## config.mk

```make
export PLATFORM = sky130hd
export DESIGN_NAME = rx_shift
export DESIGN_NICKNAME = d
export VERILOG_FILES = /design/src/rtl/rx_shift.sv
export SDC_FILE = /design/constraint.sdc
export NUM_CORES = 1
export LEC_CHECK = 0
export ABC_AREA = 1
export CELL_PAD_IN_SITES_DETAIL_PLACEMENT = 0
export CELL_PAD_IN_SITES_GLOBAL_PLACEMENT = 1
export CORE_ASPECT_RATIO = 0.8
export CORE_MARGIN = 4
export CORE_UTILIZATION = 40
export DETAILED_ROUTE_END_ITERATION = 16
export HOLD_SLACK_MARGIN = 0.1
export PLACE_DENSITY = 0.9
export SLEW_MARGIN = 20
export SYNTH_ARGS = -nofsm -noshare
export SYNTH_HDL_FRONTEND = slang
export SYNTH_SLANG_ARGS = --single-unit
export TNS_END_PERCENT = 10
```

## constraint.sdc

```tcl
create_clock -name uart_clk -period 1.8 [get_ports uart_clk]
set_input_delay 0.18 -clock uart_clk [delete_from_list [all_inputs] [get_ports uart_clk]]
set_output_delay 0.18 -clock uart_clk [all_outputs]
set_load 0.05 [all_outputs]
```

## src/rtl/rx_shift.sv

```systemverilog
// UART receive shifter: 2-flop synchronized rx, mid-bit oversampled sampling,
// 8N2 framing with frame-error, overrun and data-ready handshake.
module rx_shift #(
    parameter int unsigned OVERSAMPLE = 16
) (
    input  logic       uart_clk,
    input  logic       reset_n,
    input  logic       sample_tick,
    input  logic       rx,
    input  logic       data_ack,
    output logic [7:0] data_out,
    output logic       data_ready,
    output logic       frame_err,
    output logic       overrun,
    output logic       busy
);

    localparam int unsigned CNT_W = $clog2(OVERSAMPLE);
    localparam logic [CNT_W-1:0] MID_LAST  = CNT_W'(OVERSAMPLE / 2 - 1);
    localparam logic [CNT_W-1:0] FULL_LAST = CNT_W'(OVERSAMPLE - 1);

    typedef enum logic [2:0] {
        IDLE      = 3'd0,
        START     = 3'd1,
        DATA      = 3'd2,
        STOP      = 3'd3,
        WAIT_IDLE = 3'd4
    } state_t;

    state_t           state;
    logic [CNT_W-1:0] tick_cnt;
    logic [2:0]       bit_cnt;
    logic [7:0]       shreg;
    logic             stop_err;
    logic             rx_m;
    logic             rx_s;

    always_ff @(posedge uart_clk) begin
        if (!reset_n) begin
            state      <= IDLE;
            tick_cnt   <= '0;
            bit_cnt    <= '0;
            shreg      <= '0;
            stop_err   <= 1'b0;
            rx_m       <= 1'b1;
            rx_s       <= 1'b1;
            data_out   <= '0;
            data_ready <= 1'b0;
            frame_err  <= 1'b0;
            overrun    <= 1'b0;
            busy       <= 1'b0;
        end else begin
            rx_m      <= rx;
            rx_s      <= rx_m;
            frame_err <= 1'b0;
            overrun   <= 1'b0;
            // A completing byte later in this block overrides the ack clear.
            if (data_ack) begin
                data_ready <= 1'b0;
            end
            if (sample_tick) begin
                case (state)
                    IDLE: begin
                        if (!rx_s) begin
                            state    <= START;
                            tick_cnt <= '0;
                            busy     <= 1'b1;
                        end
                    end
                    START: begin
                        if (tick_cnt == MID_LAST) begin
                            tick_cnt <= '0;
                            if (!rx_s) begin
                                state   <= DATA;
                                bit_cnt <= '0;
                            end else begin
                                state <= IDLE;
                                busy  <= 1'b0;
                            end
                        end else begin
                            tick_cnt <= tick_cnt + CNT_W'(1);
                        end
                    end
                    DATA: begin
                        if (tick_cnt == FULL_LAST) begin
                            tick_cnt <= '0;
                            shreg    <= {rx_s, shreg[7:1]};
                            if (bit_cnt == 3'd7) begin
                                state   <= STOP;
                                bit_cnt <= '0;
                            end else begin
                                bit_cnt <= bit_cnt + 3'd1;
                            end
                        end else begin
                            tick_cnt <= tick_cnt + CNT_W'(1);
                        end
                    end
                    STOP: begin
                        if (tick_cnt == FULL_LAST) begin
                            tick_cnt <= '0;
                            if (bit_cnt == 3'd0) begin
                                bit_cnt  <= 3'd1;
                                stop_err <= ~rx_s;
                            end else begin
                                bit_cnt <= '0;
                                if (stop_err || !rx_s) begin
                                    frame_err <= 1'b1;
                                    if (!rx_s) begin
                                        state <= WAIT_IDLE;
                                    end else begin
                                        state <= IDLE;
                                        busy  <= 1'b0;
                                    end
                                end else begin
                                    data_out   <= shreg;
                                    data_ready <= 1'b1;
                                    overrun    <= data_ready & ~data_ack;
                                    state      <= IDLE;
                                    busy       <= 1'b0;
                                end
                            end
                        end else begin
                            tick_cnt <= tick_cnt + CNT_W'(1);
                        end
                    end
                    WAIT_IDLE: begin
                        // Line break holds the receiver until rx returns high.
                        if (rx_s) begin
                            state <= IDLE;
                            busy  <= 1'b0;
                        end
                    end
                    default: begin
                        state <= IDLE;
                        busy  <= 1'b0;
                    end
                endcase
            end
        end
    end

endmodule
```

==> flow_summary_export.csv, run 1 <==
group,metric,value,unit
setup_path,slowest_stage,"clkdlybuf4s50_1",
setup_path,startpoint_type,"flop",
power_and_ir_drop,clock_power_share,0.302,
sta,tns,0,ps
floorplanning,rows,20,
power_and_ir_drop,swShare,0.3809,
floorplanning,start_util,0.4268,
sta,finClkSkew,7.106,ps
routing,drt-initial-drc-count,89,
power_and_ir_drop,leakage,0.8831,nW
sta,finalCritPeriodShare,0.9029,
floorplanning,die_w,80.39,microns
worst_hold_path,whs_endpoint,"rx_s",
power_and_ir_drop,peakVddDrop,0.0004869,V
synth,syn-mean-instance-area,7.074,sq um
sta,slew_violations,0,
synth,seq_area_frac_synth,0.3940,
cts,clk_latency,280,ps
power_and_ir_drop,comb_power_share,0.335,
routing,wl_met3,179,microns
sta,fmax,615.3,MHz
global_routing,grt_usage,0.1473,
routing,wl_met2,1365,microns
setup_path,worst-setup-path-type,"reg -> out",
final_layout,final_common_cell,"nor2_1",
worst_hold_path,hp-start,"rx_m",
routing,highest_layer,"met4",
routing,routed_wl,3541,microns
cts,h-tree-depth,2,
sta,hold_ws,412.8,ps
worst_hold_path,hold_path_depth,1,
final_layout,nets,267,
sta,setup_violations,0,
cts,cts_buffers,5,
floorplanning,coreArea,3929,sq um
placement,pre_cts_slack,187.2,ps
status,status,"finished, final reports clean",
power_and_ir_drop,switching_power,917.5,uW
placement,place_hpwl,2638,microns
placement,port_buffers,16,
setup_path,r2r-start,"state[1]",
cts,cts-root-buf,"clkbuf_8",
power_and_ir_drop,intPower,1.491,mW
setup_path,arrival,1450,ps
cts,cts-hold-fix-buffers,0,
routing,drc,0,
placement,gp_congestion,0.8721,
sta,rsz0062_at_grt,"false",
setup_path,required,1620,ps
setup_path,rrSetupSlack,200,ps
setup_path,crit_path_max_incr_delay,810,ps
setup_path,crit_start,"data_ready",
setup_path,path_depth,1,
setup_path,path_delay_family,"buffers and inverters",
routing,drtAntennaViolNets,0,
synth,synth_fp_nets,246,
synth,ys_warn_count,0,
setup_path,path_max_fanout,3,
global_routing,gr-total-overflow,0,
final_layout,drive_gt1_frac,0.1390,
synth,syn_inst,237,
setup_path,r2r_cells,7,
synth,yosys_register_bits,33,
cts,ctsResizeCount,0,
setup_path,r2r-end,"shreg[0]",
sta,slew_headroom,0.6603,
cts,clk_pin_slew,70,ps
routing,drt-vias-per-instance,4.720,
final_layout,layout_common_cells,"nor2_1 (56), nand2_1 (39), dfxtp_1 (33)",
routing,wl_per_cell,11.28,microns
final_layout,syn_to_final_growth,20.15,%
cts,cts_tree,"built",
cts,clock_path_buffers,2,
routing,num_vias,1482,
final_layout,n_antenna_cell,0,
routing,dr.pass1.iters,4,
synth,syn_area,1677,sq um
global_routing,antenna_found_initial,0,
worst_hold_path,hp-class,"reg -> reg",
sta,worstMarginPinSlew,508.0,ps
floorplanning,die_h,65.91,microns
power_and_ir_drop,seq_power_share,0.363,
floorplanning,die-area,5298,sq um
power_and_ir_drop,p_per_area,1196,nW/um^2
global_routing,grt_max_degree,27,
cts,postCtsSetupRepairBufs,0,
flow_run,maxCapViolCount,0,
setup_path,cp-end-kind,"output port",
sta,min_period,1625,ps
cts,cts_sinks,33,
global_routing,grt_pass1_wl,6106,microns
global_routing,first_global_vias,1299,
sta,finalHoldViolations,0,
setup_path,cp_num_buf_inv,1,
routing,met1_length,1979,microns
sta,layout_setup_ws,174.8,ps
floorplanning,design.portCount,17,
setup_path,worstPathCellList,"clkdlybuf4s50_1",
synth,post_synth_num_cell_types,28,
==> how the worst max path moves through the flow <==
stage / end / slack, ps
floorplan: data_out[1] / 450
global placement: shreg[0] / 210
detailed placement: shreg[0] / 190
CTS: data_ready / 160
global route: shreg[6] / 20
finish: data_ready / 170
==> state kept, by name (all words and copies together) (netlist names), 3 cells and up <==
name / count
data_out: 8
state: 3
tick_cnt: 4
bit_cnt: 3
shreg: 8
==> Yosys cell counts, drive strengths merged <==
| cell | instances | area share |
|---|---|---|
| nor2 | 64 | 0.18 |
| nand2 | 43 | 0.11 |
| dfxtp | 33 | 0.39 |
| inv | 23 | 0.051 |
| o21ai | 21 | 0.065 |
| nand3 | 20 | 0.073 |
| a21oi | 17 | 0.053 |
| ha | 4 | 0.030 |
| buf | 3 | 0.012 |
| clkbuf | 3 | 0.013 |
| or2 | 2 | 0.0075 |
| a31oi | 1 | 0.0037 |
| nor3 | 1 | 0.0030 |
| nor4 | 1 | 0.0037 |
| xor2 | 1 | 0.0052 |
==> per-layer routing <==
metal	vias to the layer above	GRT usage
li1	796	-
met1	654	0.2292
met2	30	0.1901
met3	2	0.04087
met4	0	0.04430
met5	-	0
==> stage by stage <==
step | util | cells | power, mW | instance area, sq um
after global placement | 0.4822 | 306 | 1.688 | 1894
after floorplan | - | 237 | 1.549 | 1677
after global routing | 0.5127 | 314 | 2.579 | 2014
after detailed placement | 0.4822 | 306 | 1.685 | 1894
after CTS | 0.5127 | 314 | 2.426 | 2014
final | 0.5127 | 314 | 2.409 | 2014
==> power by group through the flow <==
stage,clock network (mW),logic (mW),registers [mW]
finish,0.727,0.807,0.875
CTS,0.753,0.799,0.873
floorplan,0,0.682,0.868
global route,0.784,0.908,0.887
detailed placement,0,0.794,0.891
global placement,0,0.797,0.891
==> kinds of logic (layout without fill, tap and decap cells) <==
logic type               after synthesis  after routing  share of synthesized area
AO/OA/AOI/OAI                         39             39                     0.1217
XOR/XNOR                               1              1                   0.005225
adder cells (fa/ha/maj)                4              4                    0.02985
buffers and inverters                 29             51                    0.07611
flip-flops                            33             33                     0.3940
AND/OR/NAND/NOR                      131            131                     0.3731
==> final cells by class <==
class                      count  area [sq um]
inverter                      23         86.33
multi-input combinational    175         888.4
clock buffer                   6         82.58
sequential                    33         660.6
fill                         405          1914
clock inverter                 2         37.54
timing repair buffer          20         190.2
tap                           55         68.82
No activity file was read; power rests on OpenSTA's default activity.
==> run 2, diff against run 1 <==
Settings changed: SKIP_CTS_REPAIR_TIMING set to 1.
==> results of run 2 <==
Final layout, timing and power as in run 1 (identical DEF).
